`src/rtl/interleaver_seq_gen.sv`:
```
// interleaver_seq_gen
//   Produces, one cycle per step, the set of z memory row indices (one per
//   bank/lane) that an interleaved fan-out sweep reads. A block is fo sweeps
//   of p/z cycles each. Within a sweep every lane starts at its own offset
//   (sweepstart) and walks its bank's p/z rows cyclically, so each row of a
//   bank is visited exactly once per sweep.
//
// Ports
//   clk                  clock, all state changes on posedge
//   reset                synchronous, active-high
//   start                begin a block (only honoured in IDLE or on the last cycle)
//   cont                 on the last cycle, restart the block automatically
//   stall                hold every register for this cycle (RUN only)
//   memory_index_package lane k at bits [k*IW +: IW], registered
//   cycle_index          current cycle within the block, registered
//   sweep_index          cycle_index / (p/z), registered
//   valid                package holds a live index set
//   last                 valid and cycle_index == cpc-1
//   done                 one-cycle pulse after the last cycle is accepted
module interleaver_seq_gen #(
  parameter int unsigned fo = 2,
  parameter int unsigned p  = 32,
  parameter int unsigned z  = 8,
  parameter logic [$clog2(p/z)-1:0] sweepstart [0:fo*z-1] = '{
    2'd1, 2'd3, 2'd2, 2'd0, 2'd0, 2'd2, 2'd1, 2'd3,
    2'd2, 2'd0, 2'd3, 2'd1, 2'd3, 2'd1, 2'd0, 2'd2}
) (
  input  logic                                  clk,
  input  logic                                  reset,
  input  logic                                  start,
  input  logic                                  cont,
  input  logic                                  stall,
  output logic [$clog2(p)*z-1:0]                memory_index_package,
  output logic [$clog2(fo*p/z)-1:0]             cycle_index,
  output logic [((fo > 1) ? $clog2(fo) : 1)-1:0] sweep_index,
  output logic                                  valid,
  output logic                                  last,
  output logic                                  done
);

  localparam int unsigned RPB = p / z;                  // rows per bank
  localparam int unsigned OW  = $clog2(RPB);
  localparam int unsigned CPC = fo * RPB;               // cycles per block
  localparam int unsigned CW  = $clog2(CPC);
  localparam int unsigned IW  = $clog2(p);
  localparam int unsigned SW  = (fo > 1) ? $clog2(fo) : 1;
  localparam int unsigned XW  = (fo * z > 1) ? $clog2(fo * z) : 1;

  typedef enum logic {IDLE, RUN} state_t;

  state_t          state;
  logic [CW-1:0]   nxt_c;
  int unsigned     s_n;
  logic [OW-1:0]   o_n;
  logic [OW-1:0]   off;
  logic [XW-1:0]   sel;
  logic [IW*z-1:0] pkg_n;
  logic [SW-1:0]   sweep_n;
  logic            last_n;

  // Everything the next loaded cycle needs is derived from the registered
  // state only, so outputs never see a combinational input path. The next
  // cycle is 0 when entering from IDLE or wrapping after the last cycle.
  always_comb begin
    nxt_c = (state == RUN && !last) ? cycle_index + CW'(1) : '0;
    s_n   = 32'(nxt_c) / RPB;
    o_n   = OW'(32'(nxt_c) % RPB);
    pkg_n = '0;
    off   = '0;
    sel   = '0;
    for (int unsigned k = 0; k < z; k++) begin
      sel = XW'(s_n * z + k);
      off = sweepstart[sel] + o_n;   // wraps within the bank
      pkg_n[k*IW +: IW] = IW'(k * RPB) + IW'(off);
    end
    sweep_n = SW'(s_n);
    last_n  = (nxt_c == CW'(CPC - 1));
  end

  always_ff @(posedge clk) begin
    if (reset) begin
      state                <= IDLE;
      valid                <= 1'b0;
      last                 <= 1'b0;
      done                 <= 1'b0;
      cycle_index          <= '0;
      sweep_index          <= '0;
      memory_index_package <= '0;
    end else begin
      case (state)
        IDLE: begin
          done <= 1'b0;
          if (start) begin
            state                <= RUN;
            valid                <= 1'b1;
            cycle_index          <= nxt_c;
            sweep_index          <= sweep_n;
            memory_index_package <= pkg_n;
            last                 <= last_n;
          end else begin
            valid <= 1'b0;
            last  <= 1'b0;
          end
        end
        RUN: begin
          if (stall) begin
            done <= 1'b0;
          end else if (last) begin
            done <= 1'b1;
            if (start || cont) begin
              // back-to-back restart: nxt_c is already 0 here
              valid                <= 1'b1;
              cycle_index          <= nxt_c;
              sweep_index          <= sweep_n;
              memory_index_package <= pkg_n;
              last                 <= last_n;
            end else begin
              state <= IDLE;
              valid <= 1'b0;
              last  <= 1'b0;
            end
          end else begin
            done                 <= 1'b0;
            cycle_index          <= nxt_c;
            sweep_index          <= sweep_n;
            memory_index_package <= pkg_n;
            last                 <= last_n;
          end
        end
        default: state <= IDLE;
      endcase
    end
  end

endmodule

```
`config.mk`:
```
export PLATFORM = sky130hd
export DESIGN_NAME = interleaver_seq_gen
export DESIGN_NICKNAME = d
export VERILOG_FILES = /design/src/rtl/interleaver_seq_gen.sv
export SDC_FILE = /design/constraint.sdc
export NUM_CORES = 1
export LEC_CHECK = 0
export CAP_MARGIN = 0
export CORE_UTILIZATION = 40
export CTS_CLUSTER_SIZE = 28
export DETAILED_ROUTE_END_ITERATION = 10
export PLACE_DENSITY = 0.81
export SKIP_LAST_GASP = 1
export SYNTH_ARGS = -nofsm -noshare
export SYNTH_HDL_FRONTEND = slang
export SYNTH_SLANG_ARGS = --single-unit
```
`constraint.sdc`:
```
create_clock -name clk -period 2.3 [get_ports clk]
set_input_delay 0.69 -clock clk [delete_from_list [all_inputs] [get_ports clk]]
set_output_delay 0.69 -clock clk [all_outputs]
set_load 0.02 [all_outputs]
```
Yosys cells after proc, flatten, opt, wreduce, memory -nomap -nowiden. Memory sizes are Yosys's and may differ from the RTL's. Index checks and enable logic that the tools add are counted.

Add/subtract/negate cells: 23. $lt $le $gt $ge: 8. Eq/ne operators: 5. Mux-type cells: 48. Bitwise gates (word level): 9. Reduce and logical (&&, ||, !) cells: 5.

Operators by type and width (number): two-way mux 40 bit (4); case mux 40 bit (2 select lines) (1); greater-or-equal comparator 5 bit (second input constant) (8); NOT 4 -> 5 bit (8); two-way mux 2 bit (16); adder 2 bit (8); adder 4 x 3 -> 4 bit (second input constant) (4); two-way mux 1 bit (16); two-way mux 3 bit (5); adder 4 x 2 -> 5 bit (first input constant) (2); adder 5 x 2 -> 5 bit (first input constant) (2); case mux 1 bit (2 select lines) (5); adder 4 x 2 -> 4 bit (second input constant) (2); inequality test 2 bit (second input constant) (3); case mux 3 bit (2 select lines) (1); adder 4 x 3 -> 5 bit (first input constant) (1); adder 3 x 2 -> 4 bit (first input constant) (1); adder 3 x 3 -> 4 bit (first input constant) (1); adder 4 x 1 -> 4 bit (second input constant) (1); adder 3 x 1 -> 3 bit (second input constant) (1); == test 3 bit (second input constant) (1); inequality test 3 x 2 -> 1 bit (second input constant) (1); AND reduction 3 bit (1); AND reduction 2 bit (1); 4 further kinds (4).

Register bits: 48. ROM bits: 256. Output and inout port bits: 47. Logic and storage cells: 113. Memories: 8.

Memories: (name not given) (words 16, bits a word 2, rd ports 1, clocked after Yosys merged registers in 0, wr ports 0, RTL line 73) `off = sweepstart[sel] + o_n;`; (name not given) (words 16, bits a word 2, rd ports 1, clocked after Yosys merged registers in 0, wr ports 0, RTL line 73); (name not given) (words 16, bits a word 2, rd ports 1, clocked after Yosys merged registers in 0, wr ports 0, RTL line 73); (name not given) (words 16, bits a word 2, rd ports 1, clocked after Yosys merged registers in 0, wr ports 0, RTL line 73); (name not given) (words 16, bits a word 2, rd ports 1, clocked after Yosys merged registers in 0, wr ports 0, RTL line 73); (name not given) (words 16, bits a word 2, rd ports 1, clocked after Yosys merged registers in 0, wr ports 0, RTL line 73); +2 memories.

Logic depth before layout (Yosys ltp). Gate-level depths: netlist (run 1).

Word-level depth: 14. Mapped depth: 9. Depth with buffers taken out: 9.

Worst setup path before layout (run 1). No wires, ideal clock.

Path kind: input to register. Start: in cont. End: reg memory_index_package[31]. Data arrival time: 1.610 ns. Data required time: 2.166 ns. Path slack: 0.557 ns. Stages: 6. Path through: or3b_1 > o211a_1 > buf_6 > buf_6 > nor2_1 > a211oi_2.

Cells in the longest elaborated chain, start to end: 3.

Ends and longest elaborated chain: start, declared (RTL line 31) `input logic cont,`; logical OR 1 bit (RTL line 110) `if (start || cont) begin`; inequality test 3 x 2 -> 1 bit (no line); AND reduction 3 bit (no line); end signal, assigned (RTL line 98) `memory_index_package <= pkg_n;`; end signal, assigned (RTL line 115) `memory_index_package <= pkg_n;`; end signal, assigned (RTL line 126) `memory_index_package <= pkg_n;`; end, declared (RTL line 33) `output logic [$clog2(p)*z-1:0] memory_index_package,`.

No other way between the ends. A chain may end at the register's enable or synchronous reset.

==> results of run 1 <==
## placed cells by master (no fill, tap or decap)
cell             synthesis  final
mux2i_1                  5      5
nand4b_1                 1      1
xnor3_1                  1      1
inv_1                    6      6
or3b_2                   1      1
a21oi_1                  6      6
dfxtp_2                  0      1
ha_1                     3      3
nand2b_1                 1      1
clkbuf_4                 0      3
nor2_1                  14     14
clkbuf_8                 0      1
o31a_1                   1      1
dfxtp_1                 18     17
conb_1                   1     12
o211ai_1                 1      1
nor3b_1                  1      1
nand3_1                  5      5
xor3_1                   1      1
and2b_1                  1      1
clkdlybuf4s50_1          0     39
nor2b_1                  1      1
o21ai_0                  2      2
a311oi_2                 2      2
nand2_1                  7      7
nand3b_1                 1      1
a211oi_2                 2      2
xnor2_1                  3      3
or3b_1                   1      1
o211a_1                  1      1
buf_4                   30      1
## cell type report
cell class | count | share of cell area [%]
Clock buffer | 4 | 2.69
Tap cell | 30 | 2.79
Timing Repair Buffer | 40 | 29.5
Sequential cell | 18 | 26.8
Inverter | 6 | 1.67
Multi-Input combinational cell | 74 | 36.5
## per-layer routing
layer / up-vias / GRT usage [%]
li1: 399 / -
met3: 4 / 2.22
met1: 354 / 15.3
met2: 41 / 25.0
met5: - / 0
met4: 0 / 7.69
## state kept, by name, summed over array words and instances, names as in the netlist
signal	count
memory_index_package	11
last	1
done	1
valid	1
state	1
cycle_index	3
## cell families (layout without fill, tap and decap cells)
logic type | Yosys count | count (layout) | synth area share [%]
flops | 18 | 18 | 33.0
mux | 5 | 5 | 4.58
fa+ha+maj | 3 | 3 | 3.44
buf+inv | 41 | 50 | 25.8
xor+xnor | 5 | 5 | 6.64
compound gates | 15 | 15 | 11.1
other cells | 1 | 12 | 0.343
simple gates | 34 | 34 | 15.1
## worst min-delay path, cell delays in order (launching register included)
cell	delay, ns
dfxtp_1	0.32
nand2_1	0.05
a21oi_1	0.05
## report_power, final
| part | internal [mW] | switching (mW) |
|---|---|---|
| combinational | 0.113 | 0.138 |
| clock | 0.0964 | 0.0934 |
| sequential | 0.334 | 0.0190 |
## timing repair
| item | in CTS | in global routing |
|---|---|---|
| setup endpoints to repair | 0 | 5 |
| hold buffers | 0 | 0 |
| setup buffers | 0 | 0 |
| resized for setup | 0 | 1 |
## worst paths after layout
| check | start | cells after the start | end |
|---|---|---|---|
| worst max-delay path | cycle_index[2] | 1 | sweep_index |
| worst min register to register | memory_index_package[6] | 2 | memory_index_package[6] |
| worst max register to register | cycle_index[0] | 9 | memory_index_package[36] |
| worst min-delay path | memory_index_package[6] | 2 | memory_index_package[6] |
## through the flow
| stage | cell area (µm²) | setup WS [ns] | setup TNS (ns) |
|---|---|---|---|
| after floorplan | 1130 | 0.557 | 0 |
| after global placement | 1310 | 0.0183 | 0 |
| after detailed placement | 1310 | -0.0460 | -0.217 |
| after CTS | 1350 | 0.0655 | 0 |
| after global routing | 1350 | 0.138 | 0 |
| final | 1350 | 0.220 | 0 |
==> flow_summary.yaml, run 1 <==
status:
  status: "finished clean"
critical_path:
  worstPathArrival_ns: 1.39
  critPathKind: "flip-flop to output pin"
  crit_fanout: 6
  crit_required_ns: 1.61
  slowest_stage: "clkdlybuf4s50_1"
  crit_path_max_incr_delay_ns: 0.65
  cp_num_buf_inv: 1
  setup.worst_path.end_class: "output pin"
  startpoint_type: "flip-flop"
  path_delay_family: "buffers and inverters"
  rrSetupSlack_ns: 0.51
  critical_path.cell_chain: "clkdlybuf4s50_1"
logic_synthesis:
  synth_cell_type_count: 29
  synth.top_cell.area_share_pct: 33.0
  yosys-top-cells-area: "dfxtp_1 (33%), buf_4 (21%), nor2_1 (4.8%), mux2i_1 (4.6%), ha_1 (3.4%)"
  synth_common_cells: "buf_4 (30), dfxtp_1 (18), nor2_1 (14), nand2_1 (7)"
  async_reset_ff_share_pct: 0
  synth_edf_count: 0
  ys_ff_latch: 18
  ys_warn_count: 0
  synth_area_um2: 1090
  ys.flop_type: "dfxtp_1"
  synth_area_per_cell_um2: 8.95
  synth_most_common_cell: "buf_4"
  yosysSeqAreaShare_pct: 33.0
  synth_top_cell_by_area: "dfxtp_1"
  synth_cells: 122
cts:
  clock_path_buffers: 2
  cts_sinks: 18
  cts_tree: "built"
  cts_buffers: 3
  h-tree-depth: 1
  cts-root-buf: "clkbuf_4"
  clk_pin_slew_ns: 0.10
  insertion_delay_ns: 0.29
routing:
  routed_via_density: 4.64
  met3_length_um: 132
  drt_wl_total_um: 1850
  drt_iter0_markers: 10
  vias: 798
  dr.max_layer_used: "met4"
  first_pass_iters: 4
  ant_nets: 0
  drcViolationCount: 0
  wl_met2_um: 888
  post_drt_wl_per_cell_um: 10.8
  wl_met1_um: 798
final_layout:
  drive_gt1_share_pct: 7.75
  multiInputGateArea_um2: 492
  layout.nets: 151
  synthToLayoutAreaGrowth_pct: 23.4
  diodes: 0
  regArea_um2: 362
  final_util_pct: 53.4
  stdcell_count: 172
  fill_cells: 225
sta:
  final.setup_skew_ns: 0.00430
  drv_slew: 0
  max_freq_mhz: 481
  worst_pin_slew_ns: 0.614
  hold_ws_ns: 0.464
  max_slew_margin_pct: 59.1
  hold_viol: 0
  period_needed_ns: 2.08
  post-route-period-util_pct: 90.4
  rsz0062_at_grt: "false"
  setup_viol: 0
place:
  place_congestion: 0.852
  dp_cells: 168
  dp_hpwl_um: 1460
  portBuffers: 39
global_routing:
  grt_remaining_overflow: 0
  grt_usage_pct: 13.9
  grt_max_degree: 18
  antenna_found_initial: 0
  grt_pass1_wl_um: 2940
  grt_pass1_vias: 711
floorplanning:
  die_h_um: 54.3
  num_io_pins: 52
  core_um2: 2520
  die_area_um2: 2940
  fp.dieW_um: 54.3
  rows: 18
  start_util_pct: 43.3
job:
  cap_violations: 0
power_and_ir_drop:
  ir_drop_uv: 332
  powerDensity_nw_per_um2: 588
  p_total_mw: 0.793
  p_leak_nw: 0.554
worst_hold_path:
  hp-class: "flip-flop to flip-flop"
Note: power is estimated with default switching activity, not from simulation.
==> inputs of run 2 (changes only) <==
Settings changed: CORE_UTILIZATION 40 to 39, PLACE_DENSITY 0.81 to 0.79.
==> flow_summary.yaml, run 2 (synthesis results as in run 1) <==
final_layout:
  layout_common_cells: "clkdlybuf4s50_1 (39), dfxtp_1 (17), nor2_1 (14)"
  final_util_pct: 52.5
  diodes: 0
  stdcell_count: 172
  reg.largest.list: "memory_index_package (11), cycle_index (3)"
  largest_reg_flops: 11
  fill_cells: 243
  drive_gt1_share_pct: 7.75
  finish.instance_area_um2: 1350
  mostFrequentLayoutCell: "clkdlybuf4s50_1"
  layout.nets: 151
  synthToLayoutAreaGrowth_pct: 23.4
  regMostFlops: "memory_index_package"
place:
  postPlaceCellArea_um2: 1310
  place_congestion: 0.809
  post-place-ws_ns: -0.0401
  portBuffers: 39
  dp_cells: 168
  dp_hpwl_um: 1380
critical_path:
  worstPathArrival_ns: 1.41
  cp_num_buf_inv: 1
  reg2reg_to: "memory_index_package[36]"
  cp.depth: 1
  path_delay_family: "buffers and inverters"
  reg2reg_depth: 9
  critPathKind: "flip-flop to output pin"
  setup.worst_path.end_class: "output pin"
  rrSetupSlack_ns: 0.51
  rr_startpoint: "cycle_index[0]"
  slowest_stage: "clkdlybuf4s50_1"
  startpoint: "cycle_index[2]"
  crit_path_max_incr_delay_ns: 0.65
  crit_fanout: 6
  critical_path.cell_chain: "clkdlybuf4s50_1"
  crit_required_ns: 1.61
  cp-endpoint: "sweep_index"
  startpoint_type: "flip-flop"
global_routing:
  grt_pass1_vias: 694
  grt_pass1_wl_um: 2930
  grt_max_degree: 18
  grt_usage_pct: 13.9
  antenna_found_initial: 0
  grt_remaining_overflow: 0
routing:
  vias: 790
  routed_via_density: 4.59
  post_drt_wl_per_cell_um: 10.3
  drt_iter0_markers: 5
  drcViolationCount: 0
  ant_nets: 0
  first_pass_iters: 6
  drt_wl_total_um: 1770
cts:
  insertion_delay_ns: 0.29
  cts-root-buf: "clkbuf_4"
  cts_tree: "built"
  clock_path_buffers: 2
  h-tree-depth: 1
  cts_sinks: 18
  cts_buffers: 3
  clk_pin_slew_ns: 0.10
  ctsHoldBuffers: 0
sta:
  post-route-period-util_pct: 91.2
  max_slew_margin_pct: 60.4
  final.setup_skew_ns: 0.00402
  worst_pin_slew_ns: 0.594
  rsz0062_at_grt: "false"
  max_freq_mhz: 477
  hold_viol: 0
  drv_slew: 0
  period_needed_ns: 2.10
  setup_viol: 0
  fin_ws_ns: 0.203
power_and_ir_drop:
  p_total_mw: 0.793
  ir_drop_uv: 309
  powerDensity_nw_per_um2: 588
  p_leak_nw: 0.554
floorplanning:
  fp.dieW_um: 54.9
  start_util_pct: 42.5
  die_h_um: 54.9
  core_um2: 2570
  num_io_pins: 52
  rows: 18
  die_area_um2: 3020
worst_hold_path:
  hp-class: "flip-flop to flip-flop"
job:
  cap_violations: 0
status:
  status: "finished clean"
==> run 2: cell counts in the layout (fill, tap and decap cells not counted) <==
No cell type changed its count.
==> run 2: per-stage QoR <==
stage                     hold slack, ns  setup TNS (ns)
after detailed placement           0.448          -0.143
final                              0.458               0
after global placement             0.450               0
after global routing               0.484               0
after CTS                          0.463               0
after floorplan                    0.535               0
==> run 2: what timing repair did <==
| action | in CTS | in global routing |
|---|---|---|
| endpoints found under the hold margin | 0 | 0 |
| resized for setup | 0 | 1 |
| buffers inserted | 0 | 0 |
| setup endpoints to repair | 0 | 12 |
==> run 2: area by class of cell <==
cell class                      instances  area (µm²)  area share (%)
Multi-Input combinational cell         74         492            36.5
Timing Repair Buffer                   40         398            29.5
Sequential cell                        18         362            26.8
Tap cell                               30        37.5            2.79
Clock buffer                            4        36.3            2.69
Inverter                                6        22.5            1.67
==> run 2: how the worst min path moves through the flow <==
| stage | start | endpoint | slack [ns] | depth (start not counted) |
|---|---|---|---|---|
| 2_1_floorplan | memory_index_package[26] | memory_index_package[26] | 0.53 | 2 |
| 3_3_place_gp | memory_index_package[26] | memory_index_package[26] | 0.45 | 2 |
| 3_5_place_dp | memory_index_package[26] | memory_index_package[26] | 0.45 | 2 |
| 4_1_cts | memory_index_package[26] | memory_index_package[26] | 0.46 | 2 |
| 5_1_grt | memory_index_package[26] | memory_index_package[26] | 0.48 | 2 |
| 6_report | memory_index_package[26] | memory_index_package[26] | 0.46 | 2 |
==> run 2: layer usage <==
| layer | global-route usage (%) | vias to the layer above | part of all wire, % |
|---|---|---|---|
| met5 | 0 | - | 0 |
| met4 | 10.0 | 0 | 2.2 |
| met3 | 1.64 | 4 | 6.7 |
| met2 | 22.3 | 40 | 46 |
| met1 | 16.9 | 347 | 45 |
| li1 | - | 399 | - |
==> run 2: power by group <==
group / leakage (nW) / switching, mW / internal (mW)
Combinational: 0.384 / 0.136 / 0.113
Sequential: 0.149 / 0.0181 / 0.334
Clock: 0.0210 / 0.0957 / 0.0965
